===== src/rtl/video_sprite_renderer.sv =====
// Pixel stage: draws one 8x8 1bpp sprite scaled by 2^SCALE_LOG2 over a background, with per-frame bounce motion and a sticky frame IRQ.
// 1-cycle latency from inputs to rgb/syncs; no backpressure. Define CHECKER_BG_EN for a 32x32 checkerboard background.
`timescale 1ns/1ps
module video_sprite_renderer #(
  parameter int H_ACTIVE   = 640,
  parameter int V_ACTIVE   = 480,
  parameter int SCALE_LOG2 = 2
) (
  input  logic        clk,
  input  logic        rst_n,
  input  logic [9:0]  hpos,
  input  logic [9:0]  vpos,
  input  logic        hsync,
  input  logic        vsync,
  input  logic        display_on,
  input  logic [3:0]  cfg_addr,
  input  logic [15:0] cfg_wdata,
  input  logic        cfg_we,
  output logic [15:0] cfg_rdata,
  output logic [5:0]  rgb,
  output logic        hsync_o,
  output logic        vsync_o,
  output logic        frame_irq
);

  localparam int          W     = 8 << SCALE_LOG2;
  localparam logic [10:0] W11   = 11'(W);
  localparam logic [10:0] X_MAX = 11'(H_ACTIVE - W);
  localparam logic [10:0] Y_MAX = 11'(V_ACTIVE - W);
  localparam logic [9:0]  H_END = 10'(H_ACTIVE);
  localparam logic [9:0]  V_END = 10'(V_ACTIVE);

  typedef enum logic {FWD = 1'b0, REV = 1'b1} dir_t;

  logic [2:0]  ctrl;
  logic [5:0]  bg;
  logic [5:0]  fg;
  logic [9:0]  x;
  logic [9:0]  y;
  logic [7:0]  vel;
  logic [63:0] bitmap;
  logic [15:0] frame_cnt;
  dir_t        dir_x;
  dir_t        dir_y;

  logic        frame_tick;
  logic        wr_x;
  logic        wr_y;
  logic        irq_clr;
  logic [10:0] step_x;
  logic [10:0] step_y;

  assign frame_tick = (hpos == 10'd0) && (vpos == V_END);
  assign wr_x       = cfg_we && (cfg_addr == 4'd3);
  assign wr_y       = cfg_we && (cfg_addr == 4'd4);
  assign irq_clr    = cfg_we && (cfg_addr == 4'd10) && cfg_wdata[0];

  // Returns {rev, next_pos}; a zero magnitude freezes both position and direction.
  function automatic logic [10:0] axis_step(input logic [9:0] pos, input logic rev,
                                            input logic [3:0] mag, input logic [10:0] lim);
    logic [10:0] sum;
    sum       = {1'b0, pos} + {7'd0, mag};
    axis_step = {rev, pos};
    if (mag != 4'd0) begin
      if (!rev) begin
        if (sum > lim) axis_step = {1'b1, lim[9:0]};
        else           axis_step = {1'b0, sum[9:0]};
      end else begin
        if ({6'd0, mag} > pos) axis_step = {1'b0, 10'd0};
        else                   axis_step = {1'b1, pos - {6'd0, mag}};
      end
    end
  endfunction

  assign step_x = axis_step(x, dir_x == REV, vel[3:0], X_MAX);
  assign step_y = axis_step(y, dir_y == REV, vel[7:4], Y_MAX);

  // Sprite hit test at 11 bits so X+W never wraps.
  logic [10:0] h11, v11, x11, y11;
  logic        in_x, in_y;
  logic [2:0]  col, row;
  logic        sprite_hit;

  assign h11 = {1'b0, hpos};
  assign v11 = {1'b0, vpos};
  assign x11 = {1'b0, x};
  assign y11 = {1'b0, y};
  assign in_x = (h11 >= x11) && (h11 < x11 + W11) && (hpos < H_END);
  assign in_y = (v11 >= y11) && (v11 < y11 + W11) && (vpos < V_END);
  assign col  = 3'((h11 - x11) >> SCALE_LOG2);
  assign row  = 3'((v11 - y11) >> SCALE_LOG2);
  assign sprite_hit = in_x && in_y && bitmap[{row, col}];

  logic [5:0] bg_px;
  logic [5:0] rgb_nxt;

  always_comb begin
    bg_px = bg;
`ifdef CHECKER_BG_EN
    if (hpos[5] ^ vpos[5]) bg_px = ~bg;
`endif
    rgb_nxt = 6'd0;
    if (display_on && ctrl[0]) rgb_nxt = sprite_hit ? fg : bg_px;
  end

  always_comb begin
    cfg_rdata = 16'd0;
    case (cfg_addr)
      4'd0:    cfg_rdata = {13'd0, ctrl};
      4'd1:    cfg_rdata = {10'd0, bg};
      4'd2:    cfg_rdata = {10'd0, fg};
      4'd3:    cfg_rdata = {6'd0, x};
      4'd4:    cfg_rdata = {6'd0, y};
      4'd5:    cfg_rdata = {8'd0, vel};
      4'd6:    cfg_rdata = bitmap[15:0];
      4'd7:    cfg_rdata = bitmap[31:16];
      4'd8:    cfg_rdata = bitmap[47:32];
      4'd9:    cfg_rdata = bitmap[63:48];
      4'd11:   cfg_rdata = frame_cnt;
      default: cfg_rdata = 16'd0;
    endcase
  end

  // Registers, motion FSM and IRQ.
  always_ff @(posedge clk or negedge rst_n) begin
    if (!rst_n) begin
      ctrl      <= 3'd0;
      bg        <= 6'd0;
      fg        <= 6'h3F;
      x         <= 10'd0;
      y         <= 10'd0;
      vel       <= 8'd0;
      bitmap    <= 64'd0;
      frame_cnt <= 16'd0;
      dir_x     <= FWD;
      dir_y     <= FWD;
      frame_irq <= 1'b0;
    end else begin
      if (frame_tick) frame_cnt <= frame_cnt + 16'd1;

      // A CPU write to a position wins over motion and leaves that axis' direction alone.
      if (frame_tick && ctrl[1]) begin
        if (!wr_x) begin
          x     <= step_x[9:0];
          dir_x <= dir_t'(step_x[10]);
        end
        if (!wr_y) begin
          y     <= step_y[9:0];
          dir_y <= dir_t'(step_y[10]);
        end
      end

      if (cfg_we) begin
        case (cfg_addr)
          4'd0:    ctrl <= cfg_wdata[2:0];
          4'd1:    bg   <= cfg_wdata[5:0];
          4'd2:    fg   <= cfg_wdata[5:0];
          4'd3:    x    <= cfg_wdata[9:0];
          4'd4:    y    <= cfg_wdata[9:0];
          4'd5:    vel  <= cfg_wdata[7:0];
          4'd6:    bitmap[15:0]  <= cfg_wdata;
          4'd7:    bitmap[31:16] <= cfg_wdata;
          4'd8:    bitmap[47:32] <= cfg_wdata;
          4'd9:    bitmap[63:48] <= cfg_wdata;
          default: ;
        endcase
      end

      if (frame_tick && ctrl[2]) frame_irq <= 1'b1;
      else if (irq_clr)          frame_irq <= 1'b0;
    end
  end

  always_ff @(posedge clk or negedge rst_n) begin
    if (!rst_n) begin
      rgb     <= 6'd0;
      hsync_o <= 1'b0;
      vsync_o <= 1'b0;
    end else begin
      rgb     <= rgb_nxt;
      hsync_o <= hsync;
      vsync_o <= vsync;
    end
  end

endmodule


===== config.mk =====
export PLATFORM = sky130hd
export DESIGN_NAME = video_sprite_renderer
export DESIGN_NICKNAME = d
export VERILOG_FILES = /design/src/rtl/video_sprite_renderer.sv
export SDC_FILE = /design/constraint.sdc
export NUM_CORES = 1
export LEC_CHECK = 0
export BUFFER_PORTS_ARGS = -buffer_cell sky130_fd_sc_hd__buf_2
export CAP_MARGIN = 20
export CORE_UTILIZATION = 50
export DETAILED_ROUTE_END_ITERATION = 7
export PLACE_DENSITY = 0.71
export SYNTH_ARGS = -nofsm -noshare
export SYNTH_HDL_FRONTEND = slang
export SYNTH_SLANG_ARGS = --single-unit

===== constraint.sdc =====
create_clock -name clk -period 3.3 [get_ports clk]
set_input_delay 0.165 -clock clk [delete_from_list [all_inputs] [get_ports clk]]
set_output_delay 0.165 -clock clk [all_outputs]
set_load 0.03 [all_outputs]

* Word level (Yosys, flattened, before mapping)
Cells that the tools add are included.
** Cells by class
- $add $sub $neg :: 9
- Order comparisons :: 11
- Eq/ne operators :: 12
- Mux-type cells :: 23
- Bitwise gates (word level) :: 2
- Reductions and logical operators :: 29
** Operators with widths (number)
- case mux 16 bit (11 select lines) :: 1
- 2-to-1 mux 10 bit :: 10
- 2-to-1 mux 11 bit :: 6
- adder 10 x 4 -> 11 bit :: 2
- adder 10 x 6 -> 11 bit (second input constant) :: 2
- less-than comparator 10 x 11 -> 1 bit :: 2
- greater-or-equal comparator 10 bit :: 2
- greater-than comparator 4 x 10 -> 1 bit :: 2
- subtractor 10 x 4 -> 10 bit :: 2
- adder 16 x 1 -> 16 bit (second input constant) :: 1
- equality test 4 x 3 -> 1 bit (second input constant) :: 4
- equality test 4 bit (second input constant) :: 4
- AND reduction 2 bit :: 8
- logical AND 1 bit :: 14
- 2-to-1 mux 6 bit :: 2
- greater-than comparator 11 x 10 -> 1 bit (second input constant) :: 1
- greater-than comparator 11 x 9 -> 1 bit (second input constant) :: 1
- equality test 10 x 9 -> 1 bit (second input constant) :: 1
- zero test 10 bit :: 1
- less-than comparator 10 bit (second input constant) :: 1
- less-than comparator 10 x 9 -> 1 bit (second input constant) :: 1
- subtractor 5 bit :: 2
- equality test 4 x 2 -> 1 bit (second input constant) :: 2
- nonzero test 4 bit :: 2
- other kinds (8) :: 12
** Word-level totals
- Register bits after elaboration :: 134
- Input port bits :: 46
- Output and inout bits :: 25
- Logic and storage cells :: 103

* Depth between registers and ports, before layout
Gate-level depths: netlist of the first run.
- Depth in word-level cells :: 9
- Depth in mapped cells :: 14

* Least setup slack after synthesis of the first run
OpenSTA, ideal clock, no wires.
- Path kind :: register -> register
- Start point :: register x[4]
- End point :: register rgb[2]
- Library setup time :: 78 ps
- Arrival time :: 3111 ps
- Data required time :: 3222 ps
- Slack :: 111 ps
- Cell stages (with the launch flop) :: 12
- Path buffers :: 1
- Clock period less this slack :: 3189 ps
- Cells stage by stage :: dfrtp_1 > clkbuf_1 > inv_1 > ha_1 > or2_2 > o211ai_4 > mux4_2 > mux2_4 > a2111oi_4 > or2_4 > o21ai_1 > a21oi_1
** On the way
- Longest elaborated chain between the ends :: 8
** RTL lines
- from (decl) :: line 38 : logic [9:0] x;
- from (signal assigned) :: line 144 : x <= step_x[9:0];
- from (signal assigned) :: line 158 : 4'd3: x <= cfg_wdata[9:0];
- adder 10 x 6 -> 11 bit :: line 88 : assign in_x = (h11 >= x11) && (h11 < x11 + W11) && (hpos < H_END);
- less-than comparator 10 x 11 -> 1 bit :: line 88
- logical AND 1 bit (2 in series) :: line 88
- logical AND 1 bit :: line 92 : assign sprite_hit = in_x && in_y && bitmap[{row, col}];
- logical AND 1 bit (*) :: line 92
- 2-to-1 mux 6 bit (*) (2 in series) :: line 103 : if (display_on && ctrl[0]) rgb_nxt = sprite_hit ? fg : bg_px;
- named net rgb_nxt[2] :: line 95 : logic [5:0] rgb_nxt;
- to (signal assigned) :: line 180 : rgb <= rgb_nxt;
- to (decl) :: line 20 : output logic [5:0] rgb,
The timed path passes the listed nets; every way through them passes the cells marked *. The select of a mux whose other input is x is not followed.
A chain may end at the register's enable or synchronous reset.

* Worst setup path after layout of the first run
- Start point :: register y[0]
- End point :: register y[4]
** On the way
- Longest elaborated chain between the ends :: 9
** RTL lines
- from (decl) :: line 39 : logic [9:0] y;
- from (signal assigned) :: line 148 : y <= step_y[9:0];
- from (signal assigned) :: line 159 : 4'd4: y <= cfg_wdata[9:0];
- adder 10 x 4 -> 11 bit :: line 62 : sum = {1'b0, pos} + {7'd0, mag};
- greater-than comparator 11 x 9 -> 1 bit :: line 66 : if (sum > lim) axis_step = {1'b1, lim[9:0]};
- 2-to-1 mux 11 bit :: line 66
- 2-to-1 mux 11 bit (*) :: line 65 : if (!rev) begin
- 2-to-1 mux 10 bit (*) :: line 64 : if (mag != 4'd0) begin
- 2-to-1 mux 10 bit (*) :: line 147 : if (!wr_y) begin
- 2-to-1 mux 10 bit (*) :: line 142 : if (frame_tick && ctrl[1]) begin
- 2-to-1 mux 10 bit :: line 154 : case (cfg_addr)
- 2-to-1 mux 10 bit (*) :: line 153 : if (cfg_we) begin
Every way passes the cells marked *; elsewhere a longest branch is shown, timed or not.

==> impl_metrics.py, run 1 <==
metrics = {
    "synth": {
        "synth_edf_count": 0,
        "netlist_top_cells_area": "dfrtp_1 (34%), mux2_2 (11%), ha_1 (6.8%), nand2_1 (3.3%), a21oi_1 (3.0%)",
        "yosysTopAreaCell": "dfrtp_1",
        "yosysMostFrequentCell": "dfrtp_1",
        "async_reset_ff_share_pct": 100,
        "syn_area_um2": 9450,
        "ys_ff_latch": 134,
        "avgSynthCellArea_um2": 9.47,
        "synth_fp_nets": 1098,
        "synth_common_cells": "dfrtp_1 (128), mux2_2 (93), nand2_1 (82)",
        "yosysUniqueCellTypes": 82,
        "synthFlopType": "dfrtp_1",
        "post_synth_inst_count": 997,
        "yosysSeqAreaShare_pct": 35.6,
        "ys.warnings.count": 0,
        "synth_top_area_share_pct": 33.9,
    },
    "grt": {
        "grt_start_max_net_pins": 79,
        "grt_pass1_vias": 8526,
        "grt_usage_pct": 32.8,
        "gr-total-overflow": 0,
        "grt_pass1_wl_um": 48500,
        "antenna_found_initial": 2,
    },
    "floorplanning": {
        "start_util_pct": 51.9,
        "die_x_um": 139,
        "io_pins": 71,
        "die_area_um2": 19400,
        "core.rowCount": 49,
        "fp.coreArea_um2": 18200,
        "die_y_um": 139,
    },
    "cts": {
        "cts_inserted_buffers": 17,
        "cts.reportedPaths.clkPinSlew_ps": 60,
        "cts_num_sinks": 134,
        "cts.path.max_buffers": 2,
        "post-cts-setup-buffer-count": 0,
        "root_buffer": "clkbuf_16",
        "insertion_delay_ps": 430,
        "tritoncts": "yes",
        "htreeDepth": 4,
    },
    "setup_path": {
        "ff2ff_path_depth": 11,
        "reg2reg_to": "y[4]$_DFF_PN0_",
        "cp_max_fo": 5,
        "crit_type": "flop to flop",
        "cp_cell_sequence": "ha_1, fa_1, nor2b_1, o21a_1, nor2_1, xnor2_1, o311ai_1, nor2_1, nor4b_1, a2111oi_0, o31ai_1",
        "reg2reg_from": "y[0]$_DFF_PN0_",
        "slowest_delay_ps": 570,
        "worstPathRequired_ps": 3590,
        "crit_arrival_ps": 3540,
        "start_kind": "flop",
        "ff2ff_setup_slack_ps": 50,
        "crit_top_cell": "nor2_1",
        "cpMaxStageDelayCell": "a2111oi_0",
        "crit_path_end_kind": "flop",
    },
    "power_and_ir_drop": {
        "ir_worst_vdd_v": 0.000411,
        "leakage_nw": 4.80,
        "power_mw": 7.05,
        "p_per_area_nw_per_um2": 651,
    },
    "final_layout": {
        "utilization_pct": 59.5,
        "fin_nets": 1185,
        "fin_area_um2": 10800,
        "area_growth_pct": 14.7,
        "multi_input_area_um2": 5710,
        "antenna_cells": 0,
        "layout-drive-gt1-share_pct": 24.4,
        "nFillCells": 1617,
        "regArea_um2": 3360,
    },
    "sta": {
        "fmax_mhz": 308,
        "rsz0062_at_grt": "no",
        "whs_ps": 16.4,
        "finalHoldViolCount": 0,
        "slew_headroom_pct": 41.7,
        "timing.clock.skew_ps": 7.78,
        "finalCritPeriodShare_pct": 98.4,
        "tightest_slew_ps": 872,
        "setup_tns_ps": 0,
        "finalSetupViolations": 0,
        "min_period_ps": 3250,
        "drv_slew": 0,
    },
    "placement": {
        "io_buffers": 70,
        "gp_congestion": 1.00,
        "hpwlAfterDp_um": 23300,
        "dpl-instance-area_um2": 10200,
    },
    "routing": {
        "drtPass1Iterations": 8,
        "drt-initial-drc-count": 1093,
        "route.detailed.drc": 2,
        "ant_nets": 0,
        "wl_per_cell_um": 23.6,
        "viasPerCell": 6.66,
        "vias": 8830,
        "routed_wl_um": 31300,
    },
    "hold_path": {
        "hold_class": "input pin to flop",
        "hold_path_depth": 2,
        "hp-start": "cfg_wdata[10]",
        "holdPathEnd": "bitmap[26]$_DFFE_PN0P_",
    },
    "job": {
        "maxCapViolCount": 0,
    },
    "run_status": {
        "failed_checks": "DRC",
        "outcome": "complete, but fails checks",
    },
}
## final cells by class
class	count	share of cell area, %
Timing Repair Buffer	116	6.55
Tap cell	229	2.64
Clock inverter	15	1.55
Multi-Input combinational cell	769	52.7
Sequential cell	134	31.0
Clock buffer	17	3.93
Inverter	46	1.59
## per-stage QoR
stage / worst slack (ps) / cells
2_1_floorplan: 111 / 997
3_3_place_gp: 273 / 1290
3_5_place_dp: 174 / 1291
4_1_cts: 124 / 1326
5_1_grt: 35.3 / 1326
6_report: 51.9 / 1326
## cell usage in the layout (no fill, tap or decap), types with 8 or more instances in the layout
cell / Yosys / final
dfrtp_1: 128 / 128
mux2_2: 93 / 93
nand2_1: 82 / 82
buf_2: 2 / 69
a21oi_1: 57 / 57
nor2_1: 56 / 56
ha_1: 51 / 51
o21ai_0: 48 / 48
inv_1: 44 / 44
buf_4: 2 / 43
nand3_1: 31 / 31
nor3_1: 30 / 29
xnor2_1: 27 / 27
a22oi_1: 25 / 25
mux2i_1: 21 / 21
clkbuf_16: 0 / 17
and3_1: 15 / 15
o21ai_1: 12 / 12
nor2b_1: 12 / 11
a222oi_1: 11 / 11
o22ai_1: 11 / 11
nand2b_1: 10 / 10
o211ai_1: 9 / 9
a32oi_1: 8 / 8
a31oi_1: 8 / 8
a21o_1: 8 / 8
xor2_1: 8 / 8
nor4_1: 8 / 8
## per-layer routing
layer / vias up / track usage [%] / routed length [µm]
met5: - / 0 / 0
met4: 0 / 12.0 / 1120
met3: 106 / 7.95 / 3100
met2: 503 / 51.4 / 14100
met1: 4292 / 44.1 / 12900
li1: 3929 / - / -
## state kept, by name, summed over array words and instances, names as in the netlist
| signal | count |
|---|---|
| bg | 6 |
| y | 10 |
| fg | 6 |
| rgb | 6 |
| frame_irq | 1 |
| bitmap | 64 |
| frame_cnt | 16 |
| vsync_o | 1 |
| ctrl | 3 |
| x | 10 |
| vel | 8 |
| hsync_o | 1 |
| dir_y | 1 |
| dir_x | 1 |
## kinds of logic (layout without fill, tap and decap cells)
family	Yosys count	in the layout	synth area share, %
compound gates	279	279	20.7
mux	117	117	13.9
xor+xnor	36	36	3.42
buf+inv	94	194	4.00
flops	134	134	35.6
fa+ha+maj	55	55	7.60
simple gates	282	282	14.7
## worst max-delay path: cells and delay by family, from the launching register on
family                     cells  cell delay, ps
AOI/OAI and AO/OA              4            1020
and+or+nand+nor                4             740
adders and majority gates      2             700
DFF                            1             490
xor gates and xnor gates       1             150
## report_power, final
group / switching [mW] / internal, mW
clock: 0.825 / 1.13
sequential: 0.395 / 1.97
combinational: 1.55 / 1.18
## worst max-delay path by stage
stage                   start               end  slack (ps)  cells past startpoint
6_report       y[0]$_DFF_PN0_    y[4]$_DFF_PN0_          50                     11
5_1_grt        y[0]$_DFF_PN0_    y[4]$_DFF_PN0_          40                     11
4_1_cts        x[1]$_DFF_PN0_  rgb[3]$_DFF_PN0_         120                     11
3_5_place_dp   x[1]$_DFF_PN0_  rgb[2]$_DFF_PN0_         170                     11
3_3_place_gp   x[1]$_DFF_PN0_  rgb[0]$_DFF_PN0_         270                     11
2_1_floorplan  x[4]$_DFF_PN0_  rgb[2]$_DFF_PN0_         110                     11
## timing repair
item | in CTS | in global routing
hold buffers | 3 | 0
endpoints found under the setup margin | 0 | 6
hold endpoints to repair | 77 | 0
gates resized for setup | 0 | 2
(Power assumes the default switching activity.)
==> run 2, diff against run 1 <==
--- a/config.mk
+++ b/config.mk
@@ -10,6 +10,7 @@
 export CORE_UTILIZATION = 50
 export DETAILED_ROUTE_END_ITERATION = 7
 export PLACE_DENSITY = 0.71
+export REMOVE_ABC_BUFFERS = 1
 export SYNTH_ARGS = -nofsm -noshare
 export SYNTH_HDL_FRONTEND = slang
 export SYNTH_SLANG_ARGS = --single-unit
==> run 2 against run 1 <==
  * The run now ends clean
  * Maximum frequency is 4.2% higher
  * Sequential power hardly changed
  * Sequential cell count stayed put
  * Utilization is 0.27 points higher
  * Cell count is 0.23% lower
  * Global-route usage is 0.52 points lower
  * Clock power hardly changed
  * Sequential share of layout area is 0.14 points lower
  * Design area is 0.46% higher
  * Clock skew hardly changed
  * Wire length is 1.4% lower
  * First-iteration DRC count is 16% higher
==> impl_metrics.py, run 2 (same netlist as run 1, synthesis figures left out) <==
metrics = {
    "routing": {
        "wl_per_cell_um": 23.3,
        "drtPass1Iterations": 8,
        "route.met3.wl_um": 3030,
        "vias": 8838,
        "wl_met2_um": 14000,
        "viasPerCell": 6.68,
        "route.detailed.drc": 0,
        "drt-initial-drc-count": 1268,
        "routed_wl_um": 30800,
        "m1WireLength_um": 12400,
        "routed.top_layer": "met4",
        "ant_nets": 0,
    },
    "run_status": {
        "outcome": "finished, final reports clean",
    },
    "sta": {
        "finalSetupViolations": 0,
        "timing.clock.skew_ps": 8.09,
        "drv_slew": 0,
        "finalHoldViolCount": 0,
        "slew_headroom_pct": 40.1,
        "whs_ps": 9.23,
        "finalCritPeriodShare_pct": 94.4,
        "setup_ws_ps": 184,
        "fmax_mhz": 321,
        "setup_tns_ps": 0,
        "min_period_ps": 3120,
        "tightest_slew_ps": 898,
        "rsz0062_at_grt": "no",
    },
    "power_and_ir_drop": {
        "leakage_nw": 4.79,
        "p_per_area_nw_per_um2": 650,
        "ir_worst_vdd_v": 0.000463,
    },
    "final_layout": {
        "layout-drive-gt1-share_pct": 24.9,
        "final_common_cell": "dfrtp_1",
        "final_cell_mix": "dfrtp_1 (128), mux2_2 (93), nand2_1 (81), buf_2 (69), a21oi_1 (57)",
        "fin_nets": 1182,
        "largest_reg_flops": 64,
        "antenna_cells": 0,
        "area_growth_pct": 15.3,
        "regMostFlops": "bitmap",
        "reg_top3": "bitmap x64, frame_cnt x16",
    },
    "cts": {
        "root_buffer": "clkbuf_16",
        "cts.reportedPaths.clkPinSlew_ps": 70,
        "cts_inserted_buffers": 17,
        "htreeDepth": 4,
        "tritoncts": "yes",
        "insertion_delay_ps": 430,
        "cts.path.max_buffers": 2,
        "post-cts-setup-buffer-count": 0,
        "cts_num_sinks": 134,
    },
    "grt": {
        "grt_start_max_net_pins": 88,
        "gr-total-overflow": 0,
        "antenna_found_initial": 0,
        "grt_usage_pct": 32.3,
        "grt_pass1_wl_um": 47800,
        "grt_pass1_vias": 8313,
    },
    "hold_path": {
        "hold_class": "input pin to flop",
    },
    "placement": {
        "gp_congestion": 1.05,
        "io_buffers": 70,
        "post-place-ws_ps": 169,
        "hpwlAfterDp_um": 22900,
    },
    "floorplanning": {
        "start_util_pct": 51.9,
        "die_x_um": 139,
        "fp.coreArea_um2": 18200,
        "die_area_um2": 19400,
        "die_y_um": 139,
        "core.rowCount": 49,
        "io_pins": 71,
    },
    "setup_path": {
        "slowest_delay_ps": 520,
        "cp_max_fo": 10,
        "cp_cell_sequence": "inv_1, ha_1, buf_4, nor2_1, nand2_1, nand2_4, mux4_2, mux2_4, a2111oi_4, or2_4, o21ai_1, a21oi_1",
        "cpMaxStageDelayCell": "mux4_2",
        "crit_type": "flop to flop",
        "crit_arrival_ps": 3450,
        "worstPathRequired_ps": 3640,
        "start_kind": "flop",
        "crit_path_end_kind": "flop",
    },
    "job": {
        "maxCapViolCount": 0,
    },
}
[run 2: what timing repair did]
item	in CTS	in global routing
hold buffers	3	0
resized for setup	0	13
setup endpoints to repair	0	6
hold endpoints to repair	88	0
[run 2: metal layers]
metal  vias to the layer above  GRT usage, %
met5                         -             0
met4                         0          14.6
met3                       110          6.68
met2                       530          50.1
met1                      4282          43.5
li1                       3916             -
[run 2: path summary, 6_finish.rpt]
| kind | start | endpoint | slack, ps | depth (start not counted) |
|---|---|---|---|---|
| min | cfg_wdata[11] | bitmap[27]$_DFFE_PN0P_ | 9 | 2 |
| min reg2reg | frame_cnt[14]$_DFFE_PN0P_ | frame_cnt[14]$_DFFE_PN0P_ | 510 | 1 |
| max | x[1]$_DFF_PN0_ | rgb[0]$_DFF_PN0_ | 180 | 12 |
| max reg2reg | x[1]$_DFF_PN0_ | rgb[0]$_DFF_PN0_ | 180 | 12 |
| min in group asynchronous | rst_n | x[5]$_DFF_PN0_ | 370 | 2 |
| max in group asynchronous | rst_n | fg[0]$_DFFE_PN1P_ | 2150 | 3 |
[run 2: worst max-delay path, delay by kind of cell (launching register included)]
| kind | cells | cell delay (ps) |
|---|---|---|
| muxes | 2 | 800 |
| and+or+nand+nor | 4 | 700 |
| buffers and inverters | 2 | 270 |
| AOI/OAI and AO/OA | 3 | 630 |
| DFF | 1 | 360 |
| adders and majority gates | 1 | 250 |
[run 2: final cells by class]
class                   count  area [µm²]
clock buffers              18         439
clock inverters            14         159
fillers                  1544        7320
inverters                  46         173
multi-input cells         769        5770
flip-flops and latches    134        3360
well taps                 229         287
repair buffers            113         699
[run 2: power by group]
| part | switching, mW | internal (mW) | total [mW] |
|---|---|---|---|
| Sequential | 0.389 | 1.96 | 2.35 |
| Combinational | 1.57 | 1.19 | 2.76 |
| Clock | 0.862 | 1.10 | 1.96 |
[run 2: metrics by stage]
step / utilization, % / instance area (µm²) / total power, mW / instances
3_3_place_gp: 56.0 / 10200 / 4.95 / 1288
6_report: 59.8 / 10900 / 7.07 / 1323
2_1_floorplan: - / 9240 / 4.09 / 949
5_1_grt: 59.8 / 10900 / 7.40 / 1323
4_1_cts: 59.5 / 10800 / 6.96 / 1323
3_5_place_dp: 56.0 / 10200 / 4.99 / 1288
==> run 3, diff against run 2 <==
--- a/config.mk
+++ b/config.mk
@@ -7,6 +7,7 @@
 export LEC_CHECK = 0
 export BUFFER_PORTS_ARGS = -buffer_cell sky130_fd_sc_hd__buf_2
 export CAP_MARGIN = 20
+export CORE_ASPECT_RATIO = 2
 export CORE_UTILIZATION = 50
 export DETAILED_ROUTE_END_ITERATION = 7
 export PLACE_DENSITY = 0.71
==> run 3 against run 2 <==
  * Critical path depth unchanged
  * Cell count about the same
  * Critical path type unchanged
  * Wire length up 9.3%
  * Clock skew down 1.2 ps
  * Sequential cell count unchanged
  * Setup slack worse by 110 ps
  * Highest routed layer unchanged
  * Non-clock buffer count up 14
  * Sequential share of layout area down 0.24 points
  * Largest cell class unchanged
  * Critical endpoint is now x[2]$_DFF_PN0_
  * Clock power down 3%
  * Global-route usage up 3.1 points
==> impl_metrics.py, run 3 (same netlist as run 1, synthesis figures left out) <==
metrics = {
    "sta": {
        "setup_ws_ps": 76.3,
        "finalCritPeriodShare_pct": 97.7,
        "timing.clock.skew_ps": 6.94,
        "finalHoldViolCount": 0,
        "setup_tns_ps": 0,
        "fmax_mhz": 310,
        "drv_slew": 0,
        "tightest_slew_ps": 934,
        "finalSetupViolations": 0,
        "min_period_ps": 3220,
        "rsz0062_at_grt": "no",
        "slew_headroom_pct": 37.6,
    },
    "setup_path": {
        "crit_top_cell": "inv_1",
        "reg2reg_from": "x[0]$_DFF_PN0_",
        "worstPathRequired_ps": 3590,
        "cp_cell_sequence": "inv_1, ha_1, inv_1, fa_1, a21o_1, a21oi_2, nand2_1, or4_1, and2_1, and3_1, nor3_1, o21ai_0",
        "cpMaxStageDelayCell": "dfrtp_1",
        "crit_path_start": "x[0]$_DFF_PN0_",
        "start_kind": "flop",
        "ff2ff_path_depth": 12,
        "slowest_delay_ps": 450,
        "crit_path_end_kind": "flop",
        "crit_arrival_ps": 3510,
        "crit_type": "flop to flop",
        "cp_max_fo": 4,
    },
    "final_layout": {
        "regArea_um2": 3360,
        "regMostFlops": "bitmap",
        "reg_top3": "bitmap x64, frame_cnt x16",
        "fin_nets": 1196,
        "multi_input_area_um2": 5760,
        "area_growth_pct": 16.1,
        "largest_reg_flops": 64,
        "final_cell_mix": "dfrtp_1 (128), mux2_2 (93), nand2_1 (81), buf_2 (69), a21oi_1 (56)",
        "final_common_cell": "dfrtp_1",
        "final_cells": 1324,
        "layout-drive-gt1-share_pct": 25.8,
        "fin_area_um2": 11000,
        "utilization_pct": 59.6,
        "nFillCells": 1597,
        "antenna_cells": 0,
    },
    "run_status": {
        "outcome": "finished, final reports clean",
    },
    "routing": {
        "wl_per_cell_um": 25.5,
        "routed_wl_um": 33700,
        "drt-initial-drc-count": 801,
        "route.detailed.drc": 0,
        "ant_nets": 0,
        "drtPass1Iterations": 8,
        "vias": 8901,
        "viasPerCell": 6.72,
    },
    "floorplanning": {
        "die_area_um2": 19500,
        "io_pins": 71,
        "start_util_pct": 51.4,
        "die_y_um": 196,
        "fp.coreArea_um2": 18400,
        "die_x_um": 99.2,
        "core.rowCount": 70,
    },
    "grt": {
        "grt_start_max_net_pins": 81,
        "gr-total-overflow": 0,
        "grt_usage_pct": 35.4,
        "grt_pass1_wl_um": 50900,
        "antenna_found_initial": 0,
        "grt_pass1_vias": 8897,
    },
    "cts": {
        "insertion_delay_ps": 420,
        "tritoncts": "yes",
        "cts.path.max_buffers": 2,
        "cts.reportedPaths.clkPinSlew_ps": 60,
        "root_buffer": "clkbuf_16",
        "cts_inserted_buffers": 17,
        "htreeDepth": 4,
        "cts_num_sinks": 134,
    },
    "placement": {
        "placed_cells": 1288,
        "post-place-ws_ps": -78.6,
        "hpwlAfterDp_um": 25500,
        "gp_congestion": 1.00,
        "io_buffers": 70,
        "dpl-instance-area_um2": 10300,
    },
    "hold_path": {
        "hold_class": "input pin to flop",
        "hp-start": "cfg_wdata[12]",
        "hold_path_depth": 2,
    },
    "power_and_ir_drop": {
        "leakage_nw": 4.85,
        "ir_worst_vdd_v": 0.000573,
        "p_per_area_nw_per_um2": 651,
    },
    "job": {
        "maxCapViolCount": 0,
    },
}
[run 3: cell types whose count changed in the layout (fill, tap and decap cells not counted), moves of 3 or more]
cell,change
buf_4,+14
clkbuf_8,+5
inv_8,-5
clkinvlp_4,+4
inv_6,-3
[run 3: worst paths after layout]
path	slack, ps	end
min in group asynchronous	320	bitmap[13]$_DFFE_PN0P_
max in group asynchronous	2170	fg[4]$_DFFE_PN1P_
worst max register to register	80	x[2]$_DFF_PN0_
worst max-delay path	80	x[2]$_DFF_PN0_
worst min register to register	490	frame_cnt[15]$_DFFE_PN0P_
worst min-delay path	20	bitmap[28]$_DFFE_PN0P_
[run 3: stage by stage]
step / hold WS, ps / power [mW]
after floorplan: -131 / 4.09
after global placement: 232 / 5.08
after detailed placement: 242 / 5.11
after CTS: 10.2 / 7.04
after global routing: 2.53 / 7.47
final: 17.0 / 7.15
[run 3: layout make-up]
cell class              instances  area share [%]
clock buffers                  23            4.63
inverters                      46            1.57
well taps                     216            2.46
flip-flops and latches        134            30.6
repair buffers                127            7.33
multi-input cells             769            52.5
clock inverters                 9           0.821
[run 3: where the power goes]
part / switching, mW / leakage, nW / internal, mW
sequential: 0.423 / 1.66 / 1.97
clock: 0.752 / 0.280 / 1.16
combinational: 1.62 / 2.91 / 1.23
[run 3: per-layer routing]
layer | up-vias | share of wire, % | wire length [µm] | GRT usage [%]
met1 | 4321 | 34 | 11600 | 37.2
met2 | 465 | 52 | 17500 | 63.6
met3 | 169 | 5.4 | 1820 | 4.72
met4 | 0 | 8.2 | 2770 | 26.0
li1 | 3946 | - | - | -
met5 | - | 0 | 0 | 0
[run 3: what timing repair did]
item,in CTS,in global routing
hold buffers,3,0
setup endpoints to repair,6,11
hold endpoints to repair,77,0
pin swaps,0,2
gates resized for setup,1,13
buffers inserted,0,1
[run 3: worst max-delay path, delay by kind of cell, from the launching register on]
kind                     cells  cell delay (ps)
buffers and inverters        2              170
flip-flops                   1              450
adder cells (fa/ha/maj)      2              570
AND/OR/NAND/NOR              5             1330
AO/OA/AOI/OAI                3              570
